### src/rtl/prefix_adder_pkg.sv
`default_nettype none
// ============================================================================
// Module   : prefix_adder_pkg
// Brief    : Shared types and helpers for the pipelined Sklansky prefix adder.
// Revision : 1.0 - initial release
// ============================================================================
package prefix_adder_pkg;

  typedef struct packed {
    logic p;
    logic g;
  } pg_t;

  // Left operand is the more significant group.
  function automatic pg_t pg_combine(input pg_t l, input pg_t r);
    pg_t res;
    res.g = l.g | (l.p & r.g);
    res.p = l.p & r.p;
    return res;
  endfunction

  function automatic int prefix_levels(input int width);
    return $clog2(width);
  endfunction

endpackage
`default_nettype wire

### src/rtl/prefix_adder_row.sv
`default_nettype none
// ============================================================================
// Module   : prefix_adder_row
// Brief    : One registered Sklansky prefix level with valid and a/b bypass.
// Revision : 1.0 - initial release
// ============================================================================
module prefix_adder_row
  import prefix_adder_pkg::*;
#(
  parameter int WIDTH = 32,
  parameter int LEVEL = 1
) (
  input  logic             clk,
  input  logic             rst_n,
  input  logic             en,
  input  logic             valid_prev,
  input  pg_t  [WIDTH-1:0] pg_prev,
  input  logic [WIDTH-1:0] a_prev,
  input  logic [WIDTH-1:0] b_prev,
  output logic             valid,
  output pg_t  [WIDTH-1:0] pg,
  output logic [WIDTH-1:0] a,
  output logic [WIDTH-1:0] b
);

  localparam int SPAN = 1 << (LEVEL - 1);

  pg_t  [WIDTH-1:0] w_pg;
  pg_t  [WIDTH-1:0] r_pg;
  logic             r_valid;
  logic [WIDTH-1:0] r_a;
  logic [WIDTH-1:0] r_b;

  // Index j is carry position j-1; j=0 holds the carry-in slot.
  for (genvar j = 0; j < WIDTH; j++) begin : g_pos
    if (((j / SPAN) % 2) == 1) begin : g_combine
      localparam int SRC = (j / SPAN) * SPAN - 1;
      assign w_pg[j] = pg_combine(pg_prev[j], pg_prev[SRC]);
    end else begin : g_pass
      assign w_pg[j] = pg_prev[j];
    end
  end

  always_ff @(posedge clk or negedge rst_n) begin
    if (!rst_n) begin
      r_valid <= 1'b0;
      r_pg    <= '0;
      r_a     <= '0;
      r_b     <= '0;
    end else if (en) begin
      r_valid <= valid_prev;
      r_pg    <= w_pg;
      r_a     <= a_prev;
      r_b     <= b_prev;
    end
  end

  assign valid = r_valid;
  assign pg    = r_pg;
  assign a     = r_a;
  assign b     = r_b;

endmodule
`default_nettype wire

### src/rtl/prefix_adder_pipe_hs.sv
`default_nettype none
// ============================================================================
// Module   : prefix_adder_pipe_hs
// Brief    : Pipelined Sklansky adder (s = a + b + cin) with valid/ready flow.
//            Define PREFIX_ADDER_SUB_EN to add the sub port (a - b).
// Revision : 1.0 - initial release
// ============================================================================
module prefix_adder_pipe_hs
  import prefix_adder_pkg::*;
#(
  parameter int WIDTH = 32
) (
  input  logic             clk,
  input  logic             rst_n,
  input  logic             in_valid,
  output logic             in_ready,
  input  logic [WIDTH-1:0] a,
  input  logic [WIDTH-1:0] b,
  input  logic             cin,
`ifdef PREFIX_ADDER_SUB_EN
  input  logic             sub,
`endif
  output logic             out_valid,
  input  logic             out_ready,
  output logic [WIDTH-1:0] s,
  output logic             cout
);

  localparam int LOG2W = prefix_levels(WIDTH);
  localparam int LAT   = LOG2W + 2;
  localparam int NSTG  = LAT - 1;

  logic             w_adv;
  logic [WIDTH-1:0] w_b_eff;
  logic             w_cin_eff;
  pg_t  [WIDTH-1:0] w_pg0;

  logic             w_vld    [NSTG];
  pg_t  [WIDTH-1:0] w_stg_pg [NSTG];
  logic [WIDTH-1:0] w_stg_a  [NSTG];
  logic [WIDTH-1:0] w_stg_b  [NSTG];

  logic             r_vld0;
  pg_t  [WIDTH-1:0] r_pg0;
  logic [WIDTH-1:0] r_a0;
  logic [WIDTH-1:0] r_b0;

  logic             r_out_valid;
  logic [WIDTH-1:0] r_s;
  logic             r_cout;

  assign w_adv    = !r_out_valid || out_ready;
  assign in_ready = w_adv;

`ifdef PREFIX_ADDER_SUB_EN
  assign w_b_eff   = b ^ {WIDTH{sub}};
  assign w_cin_eff = cin | sub;
`else
  assign w_b_eff   = b;
  assign w_cin_eff = cin;
`endif

  assign w_pg0[0] = '{p: 1'b0, g: w_cin_eff};
  for (genvar j = 1; j < WIDTH; j++) begin : g_pg0
    assign w_pg0[j] = '{p: a[j-1] | w_b_eff[j-1], g: a[j-1] & w_b_eff[j-1]};
  end

  always_ff @(posedge clk or negedge rst_n) begin
    if (!rst_n) begin
      r_vld0 <= 1'b0;
      r_pg0  <= '0;
      r_a0   <= '0;
      r_b0   <= '0;
    end else if (w_adv) begin
      r_vld0 <= in_valid;
      r_pg0  <= w_pg0;
      r_a0   <= a;
      r_b0   <= w_b_eff;
    end
  end

  assign w_vld[0]    = r_vld0;
  assign w_stg_pg[0] = r_pg0;
  assign w_stg_a[0]  = r_a0;
  assign w_stg_b[0]  = r_b0;

  for (genvar k = 1; k <= LOG2W; k++) begin : g_row
    prefix_adder_row #(
      .WIDTH (WIDTH),
      .LEVEL (k)
    ) u_row (
      .clk        (clk),
      .rst_n      (rst_n),
      .en         (w_adv),
      .valid_prev (w_vld[k-1]),
      .pg_prev    (w_stg_pg[k-1]),
      .a_prev     (w_stg_a[k-1]),
      .b_prev     (w_stg_b[k-1]),
      .valid      (w_vld[k]),
      .pg         (w_stg_pg[k]),
      .a          (w_stg_a[k]),
      .b          (w_stg_b[k])
    );
  end

  pg_t  [WIDTH-1:0] w_fin;
  logic [WIDTH-1:0] w_carry;
  logic [WIDTH-1:0] w_unused_p;
  logic [WIDTH-1:0] w_fa;
  logic [WIDTH-1:0] w_fb;
  logic [WIDTH-1:0] w_sum;
  logic             w_cout;

  assign w_fin = w_stg_pg[LOG2W];
  assign w_fa  = w_stg_a[LOG2W];
  assign w_fb  = w_stg_b[LOG2W];

  // Every final group reaches the carry-in slot (P=0), so final P is always 0.
  for (genvar j = 0; j < WIDTH; j++) begin : g_carry
    assign w_carry[j]    = w_fin[j].g;
    assign w_unused_p[j] = w_fin[j].p;
  end

  assign w_sum  = w_fa ^ w_fb ^ w_carry;
  assign w_cout = (w_fa[WIDTH-1] & w_fb[WIDTH-1])
                | (w_fin[WIDTH-1].g & (w_fa[WIDTH-1] | w_fb[WIDTH-1]));

  always_ff @(posedge clk or negedge rst_n) begin
    if (!rst_n) begin
      r_out_valid <= 1'b0;
      r_s         <= '0;
      r_cout      <= 1'b0;
    end else if (w_adv) begin
      r_out_valid <= w_vld[LOG2W];
      r_s         <= w_sum;
      r_cout      <= w_cout;
    end
  end

  assign out_valid = r_out_valid;
  assign s         = r_s;
  assign cout      = r_cout;

endmodule
`default_nettype wire
### config.mk
export PLATFORM = sky130hd
export DESIGN_NAME = prefix_adder_pipe_hs
export DESIGN_NICKNAME = d
export VERILOG_FILES = /design/src/rtl/prefix_adder_pkg.sv /design/src/rtl/prefix_adder_row.sv /design/src/rtl/prefix_adder_pipe_hs.sv
export SDC_FILE = /design/constraint.sdc
export NUM_CORES = 1
export LEC_CHECK = 0
export BUFFER_PORTS_ARGS = -buffer_cell sky130_fd_sc_hd__buf_4
export CAP_MARGIN = 40
export CORE_MARGIN = 4
export CORE_UTILIZATION = 55
export CTS_CLUSTER_SIZE = 14
export DETAILED_ROUTE_END_ITERATION = 16
export MAX_ROUTING_LAYER = met4
export PLACE_DENSITY_LB_ADDON = 0.12
export SYNTH_ARGS = -nofsm -noshare
export SYNTH_HDL_FRONTEND = slang
export SYNTH_SLANG_ARGS = --single-unit
### constraint.sdc
create_clock -name clk -period 1.8 [get_ports clk]
set_clock_uncertainty 0.1 [all_clocks]
set_input_delay 0.09 -clock clk [delete_from_list [all_inputs] [get_ports clk]]
set_output_delay 0.09 -clock clk [all_outputs]
set_load 0.005 [all_outputs]
==> impl_results.html, run 1 <==
<table>
<tr><th>Metric</th><th>Value</th></tr>
<tr><th colspan="2">Pwr</th></tr>
<tr><td>Relative contribution of sequential cells to total power</td><td>45.8%</td></tr>
<tr><td>Total leakage power</td><td>0.0158 uW</td></tr>
<tr><td>Net switching component of the power</td><td>~17000 uW</td></tr>
<tr><td>Clock share of power</td><td>26.0%</td></tr>
<tr><td>Share of total power in combinational logic</td><td>28.2%</td></tr>
<tr><td>Switching part of the total</td><td>27.8%</td></tr>
<tr><td>Power Dens Cells</td><td>1740 nW/um^2</td></tr>
<tr><td>Internal Dissipation</td><td>45000 uW</td></tr>
<tr><td>Max rail drop VDD</td><td>between 1000 and 1500 uV</td></tr>
<tr><td>Pwr Total</td><td>62300 uW</td></tr>
<tr><th colspan="2">Detailed routing</th></tr>
<tr><td>Post-detailed-route via-to-cell ratio</td><td>around 5.5</td></tr>
<tr><td>Number of routed nets with antenna violations</td><td>0</td></tr>
<tr><td>1st-iter DRT viols</td><td>1014</td></tr>
<tr><td>Total iterations of the first detailed-routing run</td><td>7</td></tr>
<tr><td>Post-detailed-routing wire length</td><td>56500 um</td></tr>
<tr><td>Number of design rule violations left after detail routing</td><td>0</td></tr>
<tr><td>Average wire length per cell after detail routing</td><td>about 19 um</td></tr>
<tr><td>Via count</td><td>about 17000</td></tr>
<tr><th colspan="2">Synth</th></tr>
<tr><td>Synthesized area divided by synthesized cell count</td><td>14.6 sq um</td></tr>
<tr><td>Mapped Cells</td><td>2035</td></tr>
<tr><td>Synth Net Count</td><td>between 2000 and 2500</td></tr>
<tr><td>Seq cells post-synth</td><td>745</td></tr>
<tr><td>Total number of yosys warnings</td><td>0</td></tr>
<tr><td>Number of library cell types mapped by synthesis</td><td>18</td></tr>
<tr><td>Cell area after synthesis</td><td>between 20000 and 30000 sq um</td></tr>
<tr><td>Sequential-to-total area share from yosys stat</td><td>a little over three fifths</td></tr>
<tr><th colspan="2">STA</th></tr>
<tr><td>Worst rel slew slack</td><td>43.4%</td></tr>
<tr><td>Worst-case setup margin in the final layout</td><td>-0.0471 ns</td></tr>
<tr><td>Max-slew violation count</td><td>0</td></tr>
<tr><td>Final worst path period share</td><td>103%</td></tr>
<tr><td>Fin Hold WS</td><td>about 0.046 ns</td></tr>
<tr><td>Final critical delay including setup and external delays</td><td>1.85 ns</td></tr>
<tr><td>Maximum clock rate</td><td>0.541 GHz</td></tr>
<tr><td>Number of failing hold endpoints at the final stage</td><td>0</td></tr>
<tr><td>Worst-Margin Slew</td><td>0.846 ns</td></tr>
<tr><td>Unrepaired setup endpoints after global routing</td><td>yes</td></tr>
<tr><td>Number of endpoints failing setup at the final stage</td><td>112</td></tr>
<tr><th colspan="2">Clock tree</th></tr>
<tr><td>CTS HTree Levels</td><td>3</td></tr>
<tr><td>Maximum clock path buffer count</td><td>3</td></tr>
<tr><td>Insertion delay of the later-clocked pin in the worst-skew pair</td><td>0.60 ns</td></tr>
<tr><td>TritonCTS clock tree</td><td>done</td></tr>
<tr><td>Root buffer cell</td><td>clkbuf_16</td></tr>
<tr><td>Number of buffers added by the clock tree synthesis step</td><td>77</td></tr>
<tr><td>TritonCTS Sinks</td><td>745</td></tr>
<tr><td>Clock transition at path regs</td><td>roughly 0.06 ns</td></tr>
<tr><th colspan="2">Worst setup path</th></tr>
<tr><td>Crit path from</td><td>out_valid$_DFFE_PN0P_</td></tr>
<tr><td>Critical-path maximum fanout</td><td>10</td></tr>
<tr><td>Category of the critical setup timing path</td><td>reg2reg</td></tr>
<tr><td>WP data arrival</td><td>2.23 ns</td></tr>
<tr><td>Sort of element at the end of the critical path</td><td>flop</td></tr>
<tr><td>Reg2Reg Depth</td><td>6</td></tr>
<tr><td>Beginning of the worst register-to-register path</td><td>out_valid$_DFFE_PN0P_</td></tr>
<tr><td>Reg2reg setup slack</td><td>-0.05 ns</td></tr>
<tr><td>CP required</td><td>2.18 ns</td></tr>
<tr><td>Worst reg2reg endpoint</td><td>r_a0[15]$_DFFE_PN0P_</td></tr>
<tr><td>End point of the critical path</td><td>r_a0[15]$_DFFE_PN0P_</td></tr>
<tr><td>Worst setup SP type</td><td>flop</td></tr>
<tr><th colspan="2">Placement</th></tr>
<tr><td>HPWL after detailed placement</td><td>roughly 31000 um</td></tr>
<tr><td>Cell Area, Placed</td><td>31400 sq um</td></tr>
<tr><td>Number of port buffers</td><td>around 100</td></tr>
<tr><td>Pre-CTS setup slack</td><td>-0.0550 ns</td></tr>
<tr><td>Routability-driven placement congestion ratio</td><td>0.738</td></tr>
<tr><th colspan="2">Layout</th></tr>
<tr><td>Antenna cells</td><td>0</td></tr>
<tr><td>Finished Core Util</td><td>67.6%</td></tr>
<tr><td>Layout cells sized above 1</td><td>29.6%</td></tr>
<tr><td>Area Growth Syn to Fin</td><td>20.9%</td></tr>
<tr><td>Final design instance area without fill</td><td>35800 sq um</td></tr>
<tr><td>Final net count</td><td>2338</td></tr>
<tr><td>Filler cell count</td><td>3722</td></tr>
<tr><th colspan="2">Global routing</th></tr>
<tr><td>Largest net degree at the start of global routing</td><td>192</td></tr>
<tr><td>Vias in the first global route</td><td>roughly 17000</td></tr>
<tr><td>Number of antenna violations at the first check in global routing</td><td>0</td></tr>
<tr><td>Global route overflow</td><td>0</td></tr>
<tr><td>Total Routing Usage GR</td><td>19.6%</td></tr>
<tr><td>Global-route wire length before repair</td><td>approximately 90000 um</td></tr>
<tr><th colspan="2">Die</th></tr>
<tr><td>Site row count</td><td>84</td></tr>
<tr><td>Die Span Y</td><td>approximately 240 um</td></tr>
<tr><td>Die Outline Area</td><td>57600 sq um</td></tr>
<tr><td>Area of the placeable core</td><td>53000 sq um</td></tr>
<tr><td>Starting density of the core</td><td>55.9%</td></tr>
<tr><td>DIE WIDTH</td><td>240 um</td></tr>
<tr><td>Number of ports placed on the die boundary</td><td>approximately 100</td></tr>
<tr><th colspan="2">Worst hold path</th></tr>
<tr><td>Hold/Removal Path Class</td><td>in2async</td></tr>
<tr><th colspan="2">Run status</th></tr>
<tr><td>Violated checks</td><td>setup timing</td></tr>
<tr><td>Outcome</td><td>finished with violations</td></tr>
<tr><th colspan="2">Run</th></tr>
<tr><td>Max capacitance violation total</td><td>0</td></tr>
</table>
==> flip-flops by register name, summed over array words and instances, names as in the netlist <==
signal and count:
g_row.u_row.pg 258, g_row.u_row.a 160, g_row.u_row.b 160, r_pg0 63, r_a0 32, r_b0 32, s 32, g_row.u_row.valid 5
cout 1, out_valid 1, r_vld0 1
==> layer usage <==
layer  wire, um  GRT usage (%)  up-vias
met2      27400           30.7      226
met1      26500           27.4     8662
li1           -              -     7663
met4        961           4.53        0
met3       1620           3.36       78
met5          0              -        -
==> Yosys cell counts <==
| cell type | number | area (sq um) |
|---|---|---|
| fa_1 | 1 | 20.0 |
| buf_4 | 26 | 195 |
| clkbuf_1 | 63 | 236 |
| buf_2 | 15 | 75.1 |
| nor2b_1 | 1 | 6.26 |
| nor2_1 | 31 | 116 |
| inv_4 | 1 | 6.26 |
| mux2_2 | 355 | 4000 |
| a21oi_1 | 80 | 400 |
| buf_6 | 21 | 236 |
| nand3b_1 | 191 | 1430 |
| o21ai_0 | 191 | 956 |
| mux2_1 | 198 | 2230 |
| nand2_1 | 80 | 300 |
| nand2b_1 | 1 | 6.26 |
| buf_1 | 4 | 15.0 |
| xor3_1 | 31 | 737 |
| dfrtp_1 | 745 | 18600 |
==> area by class of cell <==
cell class	count	area, sq um	share of cell area (%)
repair buffers	282	3210	8.96
multi-input cells	1160	10500	29.2
clock inverters	16	258	0.720
flip-flops and latches	745	18600	52.1
repair inverters	1	8.76	0.0245
clock buffers	117	2350	6.57
well taps	688	861	2.40
inverters	1	16.3	0.0454
==> worst min path at each step <==
stage,from,to,slack (ns),cells past startpoint
after floorplan,rst_n,cout$_DFFE_PN0P_,-0.31,0
after global placement,rst_n,r_pg0[18]$_DFFE_PN0P_,-0.13,1
after detailed placement,rst_n,r_pg0[18]$_DFFE_PN0P_,-0.13,1
after CTS,rst_n,s[7]$_DFFE_PN0P_,0.02,3
after global routing,rst_n,g_row[5].u_row.b[7]$_DFFE_PN0P_,0.04,3
final,rst_n,s[7]$_DFFE_PN0P_,0.05,3
==> metrics by stage <==
| step | TNS (ns) | std cells |
|---|---|---|
| after floorplan | 0 | 2035 |
| after global placement | -1.22 | 2760 |
| after detailed placement | -2.51 | 2760 |
| after CTS | -4.46 | 2969 |
| after global routing | -7.67 | 3010 |
| final | -1.80 | 3010 |
==> worst max-delay path, stage by stage (launching register included) <==
cell	delay [ns]
dfrtp_4	0.40
nor2b_4	0.26
buf_6	0.16
buf_16	0.13
buf_16	0.16
clkbuf_16	0.18
mux2_2	0.33
==> cells by family (layout without fill, tap and decap cells) <==
group | after synthesis | in the layout | synth area share [%]
compound gates | 271 | 271 | 4.58
flops | 745 | 745 | 63.0
simple gates | 304 | 304 | 6.29
mux | 553 | 553 | 21.0
fa+ha+maj | 1 | 1 | 0.0676
xor+xnor | 31 | 31 | 2.49
buf+inv | 130 | 417 | 2.58
==> power groups by stage <==
stage                     Clock, uW  Sequential [uW]  Combinational (uW)
after floorplan                   0            27200               12200
after global placement            0            28400               15100
after detailed placement          0            28800               15700
after CTS                     16600            28500               16200
after global routing          17400            29500               19300
final                         16200            28500               17600
==> repair_timing <==
action	in CTS	in global routing
cloned	2	22
endpoints found under the setup margin	136	290
hold buffers	69	0
resized for setup	8	97
endpoints found under the hold margin	875	0
setup buffers	5	19
==> cells in the final DEF, fill, tap and decap left out <==
| master | n |
|---|---|
| bufinv_16 | 7 |
| dfrtp_1 | 744 |
| clkbuf_8 | 19 |
| nor2b_4 | 1 |
| buf_8 | 4 |
| buf_4 | 144 |
| o21ai_0 | 179 |
| dlygate4sd3_1 | 69 |
| nand2_1 | 80 |
| clkbuf_1 | 17 |
| nand3b_1 | 191 |
| xor3_1 | 31 |
| dfrtp_4 | 1 |
| nand2b_1 | 1 |
| mux2_1 | 198 |
| clkinv_4 | 1 |
| buf_12 | 29 |
| nor2_1 | 31 |
| fa_1 | 1 |
| o21ai_1 | 12 |
| clkbuf_16 | 96 |
| mux2_4 | 67 |
| clkinvlp_4 | 1 |
| clkinv_2 | 8 |
| buf_16 | 10 |
| mux2_2 | 288 |
| buf_6 | 10 |
| clkinv_8 | 1 |
| a21oi_1 | 80 |
| bufbuf_16 | 1 |
(Power assumes the default switching activity.)
==> inputs of run 2 (changes only) <==
Settings changed: MAX_ROUTING_LAYER met4 to not set, PLACE_DENSITY set to 0.75, PLACE_DENSITY_LB_ADDON 0.12 to not set.
==> run 2 against run 1 <==
Effect of this change: the run still ends with setup timing left; routed wire length is 2.4% higher; cell count hardly changed; sequential power hardly changed; die area stayed put; via count is 1.1% higher; core utilization is 0.36 points lower; register-to-register slack worse by 0.02 ns; fmax is 1.3% lower; cell area is 0.53% lower; sequential share of layout area is 0.28 points higher.
==> impl_results.html, run 2 (same netlist as run 1, synthesis figures left out) <==
<table>
<tr><th>Metric</th><th>Value</th></tr>
<tr><th colspan="2">STA</th></tr>
<tr><td>Number of endpoints failing setup at the final stage</td><td>254 (+130%)</td></tr>
<tr><td>Worst-case setup margin in the final layout</td><td>-0.0714 ns (-0.0243 ns)</td></tr>
<tr><td>Final worst path period share</td><td>104% (+1.4 points)</td></tr>
<tr><td>Unrepaired setup endpoints after global routing</td><td>yes</td></tr>
<tr><td>Maximum clock rate</td><td>0.534 GHz (-1.3%)</td></tr>
<tr><td>Final critical delay including setup and external delays</td><td>1.87 ns (+0.0243 ns)</td></tr>
<tr><td>Worst-Margin Slew</td><td>0.662 ns (-0.184 ns)</td></tr>
<tr><td>Number of failing hold endpoints at the final stage</td><td>0 (unchanged)</td></tr>
<tr><td>Worst rel slew slack</td><td>55.9% (+12 points)</td></tr>
<tr><td>Max-slew violation count</td><td>0 (unchanged)</td></tr>
<tr><th colspan="2">Placement</th></tr>
<tr><td>Number of port buffers</td><td>103 (unchanged)</td></tr>
<tr><td>Routability-driven placement congestion ratio</td><td>0.744 (+0.72%)</td></tr>
<tr><td>HPWL after detailed placement</td><td>31600 um (+0.65%)</td></tr>
<tr><td>Cell Area, Placed</td><td>31400 sq um (unchanged)</td></tr>
<tr><td>Placed Cells</td><td>2760 (unchanged)</td></tr>
<tr><th colspan="2">Global routing</th></tr>
<tr><td>Global-route wire length before repair</td><td>91900 um (+1.9%)</td></tr>
<tr><td>Vias in the first global route</td><td>17700 (+2.9%)</td></tr>
<tr><td>Total Routing Usage GR</td><td>19.5% (-0.11 points)</td></tr>
<tr><td>Global Route met1 Usage</td><td>26.5% (-0.90 points)</td></tr>
<tr><td>Most Used Layer, Global Route</td><td>met2</td></tr>
<tr><td>Fraction of met3 tracks used by global routing</td><td>3.74% (+0.38 points)</td></tr>
<tr><td>Met2 GRT Util</td><td>32.5% (+1.8 points)</td></tr>
<tr><td>Number of antenna violations at the first check in global routing</td><td>2 (+2)</td></tr>
<tr><td>Largest net degree at the start of global routing</td><td>192 (unchanged)</td></tr>
<tr><td>Global route overflow</td><td>0 (unchanged)</td></tr>
<tr><th colspan="2">Worst setup path</th></tr>
<tr><td>Critical-path maximum fanout</td><td>27 (+17)</td></tr>
<tr><td>Beginning of the worst register-to-register path</td><td>out_valid$_DFFE_PN0P_</td></tr>
<tr><td>Reg2reg setup slack</td><td>-0.07 ns (-0.02 ns)</td></tr>
<tr><td>WP data arrival</td><td>2.25 ns (+0.02 ns)</td></tr>
<tr><td>Worst setup SP type</td><td>flop</td></tr>
<tr><td>CP required</td><td>2.18 ns (about the same)</td></tr>
<tr><td>Sort of element at the end of the critical path</td><td>flop</td></tr>
<tr><td>Reg2Reg Depth</td><td>5 (-1)</td></tr>
<tr><td>Worst reg2reg endpoint</td><td>g_row[1].u_row.a[7]$_DFFE_PN0P_</td></tr>
<tr><td>Category of the critical setup timing path</td><td>reg2reg</td></tr>
<tr><th colspan="2">Layout</th></tr>
<tr><td>Area Growth Syn to Fin</td><td>20.3%</td></tr>
<tr><td>Final design instance area without fill</td><td>35600 sq um (-0.53%)</td></tr>
<tr><td>Finished Core Util</td><td>67.3% (-0.36 points)</td></tr>
<tr><td>Max FFs per register</td><td>258 (unchanged)</td></tr>
<tr><td>Most common cell after layout, fill and taps aside</td><td>dfrtp_1</td></tr>
<tr><td>Final net count</td><td>2333 (-0.21%)</td></tr>
<tr><td>Commonest cells after routing, fill and taps aside</td><td>dfrtp_1 (744), mux2_2 (332), mux2_1 (198), nand3b_1 (191), o21ai_0 (191)</td></tr>
<tr><td>Layout cells sized above 1</td><td>29.4% (-0.25 points)</td></tr>
<tr><td>Final cell count without fillers</td><td>3007 (-0.10%)</td></tr>
<tr><th colspan="2">Detailed routing</th></tr>
<tr><td>Number of design rule violations left after detail routing</td><td>0 (unchanged)</td></tr>
<tr><td>Average wire length per cell after detail routing</td><td>19.2 um (+2.5%)</td></tr>
<tr><td>1st-iter DRT viols</td><td>1077 (+6.2%)</td></tr>
<tr><td>Post-detailed-route via-to-cell ratio</td><td>5.59 (+1.2%)</td></tr>
<tr><td>Total iterations of the first detailed-routing run</td><td>5 (-2)</td></tr>
<tr><td>Via count</td><td>16800 (+1.1%)</td></tr>
<tr><td>Post-detailed-routing wire length</td><td>57800 um (+2.4%)</td></tr>
<tr><td>Number of routed nets with antenna violations</td><td>0 (unchanged)</td></tr>
<tr><th colspan="2">Pwr</th></tr>
<tr><td>Pwr Total</td><td>61500 uW (-1.4%)</td></tr>
<tr><td>Power Dens Cells</td><td>1730 nW/um^2 (-0.87%)</td></tr>
<tr><td>Total leakage power</td><td>0.0156 uW (-1.3%)</td></tr>
<tr><td>Max rail drop VDD</td><td>1130 uV (+5.8%)</td></tr>
<tr><th colspan="2">Die</th></tr>
<tr><td>Area of the placeable core</td><td>53000 sq um (unchanged)</td></tr>
<tr><td>Die Outline Area</td><td>57600 sq um (unchanged)</td></tr>
<tr><td>Site row count</td><td>84 (unchanged)</td></tr>
<tr><td>Number of ports placed on the die boundary</td><td>104 (unchanged)</td></tr>
<tr><td>DIE WIDTH</td><td>240 um (unchanged)</td></tr>
<tr><td>Starting density of the core</td><td>55.9% (unchanged)</td></tr>
<tr><td>Die Span Y</td><td>240 um (unchanged)</td></tr>
<tr><th colspan="2">Clock tree</th></tr>
<tr><td>Root buffer cell</td><td>clkbuf_16</td></tr>
<tr><td>TritonCTS Sinks</td><td>745 (unchanged)</td></tr>
<tr><td>Number of buffers added by the clock tree synthesis step</td><td>76 (-1.3%)</td></tr>
<tr><td>Clock transition at path regs</td><td>0.06 ns (about the same)</td></tr>
<tr><td>Insertion delay of the later-clocked pin in the worst-skew pair</td><td>0.60 ns (about the same)</td></tr>
<tr><td>TritonCTS clock tree</td><td>done</td></tr>
<tr><td>Maximum clock path buffer count</td><td>3 (unchanged)</td></tr>
<tr><td>CTS HTree Levels</td><td>3 (unchanged)</td></tr>
<tr><th colspan="2">Run</th></tr>
<tr><td>Max capacitance violation total</td><td>0 (unchanged)</td></tr>
<tr><th colspan="2">Run status</th></tr>
<tr><td>Outcome</td><td>finished with violations</td></tr>
<tr><td>Violated checks</td><td>setup timing</td></tr>
<tr><th colspan="2">Worst hold path</th></tr>
<tr><td>Hold/Removal Path Class</td><td>in2async</td></tr>
</table>
-- run 2: area by class of cell --
class	instances	area [sq um]
tap	688	861
multi-input combinational	1160	10300
timing repair inverter	1	8.76
sequential	745	18600
antenna	1	2.50
inverter	1	16.3
fill	3573	17300
clock inverter	19	216
clock buffer	114	2230
timing repair buffer	278	3350
-- run 2: critical path, stage by stage, from the launching register on --
cell	delay, ns
dfrtp_4	0.44
nor2b_4	0.25
buf_8	0.18
buf_12	0.18
buf_16	0.21
mux2_2	0.38
-- run 2: how the worst max path moves through the flow --
stage                                        end                   from  slack [ns]  cells past startpoint
2_1_floorplan    g_row[4].u_row.a[0]$_DFFE_PN0P_  out_valid$_DFFE_PN0P_        0.06                      7
3_3_place_gp    g_row[2].u_row.b[30]$_DFFE_PN0P_  out_valid$_DFFE_PN0P_        0.05                      4
3_5_place_dp    g_row[1].u_row.a[31]$_DFFE_PN0P_  out_valid$_DFFE_PN0P_        0.02                      4
4_1_cts        g_row[2].u_row.pg[59]$_DFFE_PN0P_  out_valid$_DFFE_PN0P_       -0.09                      5
5_1_grt          g_row[1].u_row.a[7]$_DFFE_PN0P_  out_valid$_DFFE_PN0P_       -0.11                      5
6_report         g_row[1].u_row.a[7]$_DFFE_PN0P_  out_valid$_DFFE_PN0P_       -0.07                      5
-- run 2: power breakdown --
part           internal [uW]  switching [uW]
registers              24200            4370
logic                  10600            6890
clock network           9110            6280
total                  43900           17500
-- run 2: repair_timing --
| item | CTS | global route |
|---|---|---|
| endpoints found under the setup margin | 2 | 530 |
| buffers inserted | 3 | 12 |
| cloned | 6 | 23 |
| resized for setup | 17 | 42 |
| endpoints found under the hold margin | 882 | 0 |
| hold buffers | 69 | 0 |
-- run 2: metrics by stage --
step	setup TNS (ns)	hold slack (ns)	worst slack, ns
detailed placement	0	-0.0556	0.0234
global route	-26.13	0.142	-0.115
finish	-5.34	0.119	-0.0714
floorplan	0	-0.306	0.0602
global placement	0	-0.0506	0.0456
CTS	-12.95	0.117	-0.0925
-- run 2: metal layers --
| layer | part of all wire (%) | up-vias | routed length (um) |
|---|---|---|---|
| li1 | - | 7666 | - |
| met1 | 44 | 8768 | 25100 |
| met2 | 51 | 287 | 29300 |
| met3 | 3.5 | 89 | 2050 |
| met4 | 2.2 | 0 | 1260 |
| met5 | 0 | - | 0 |
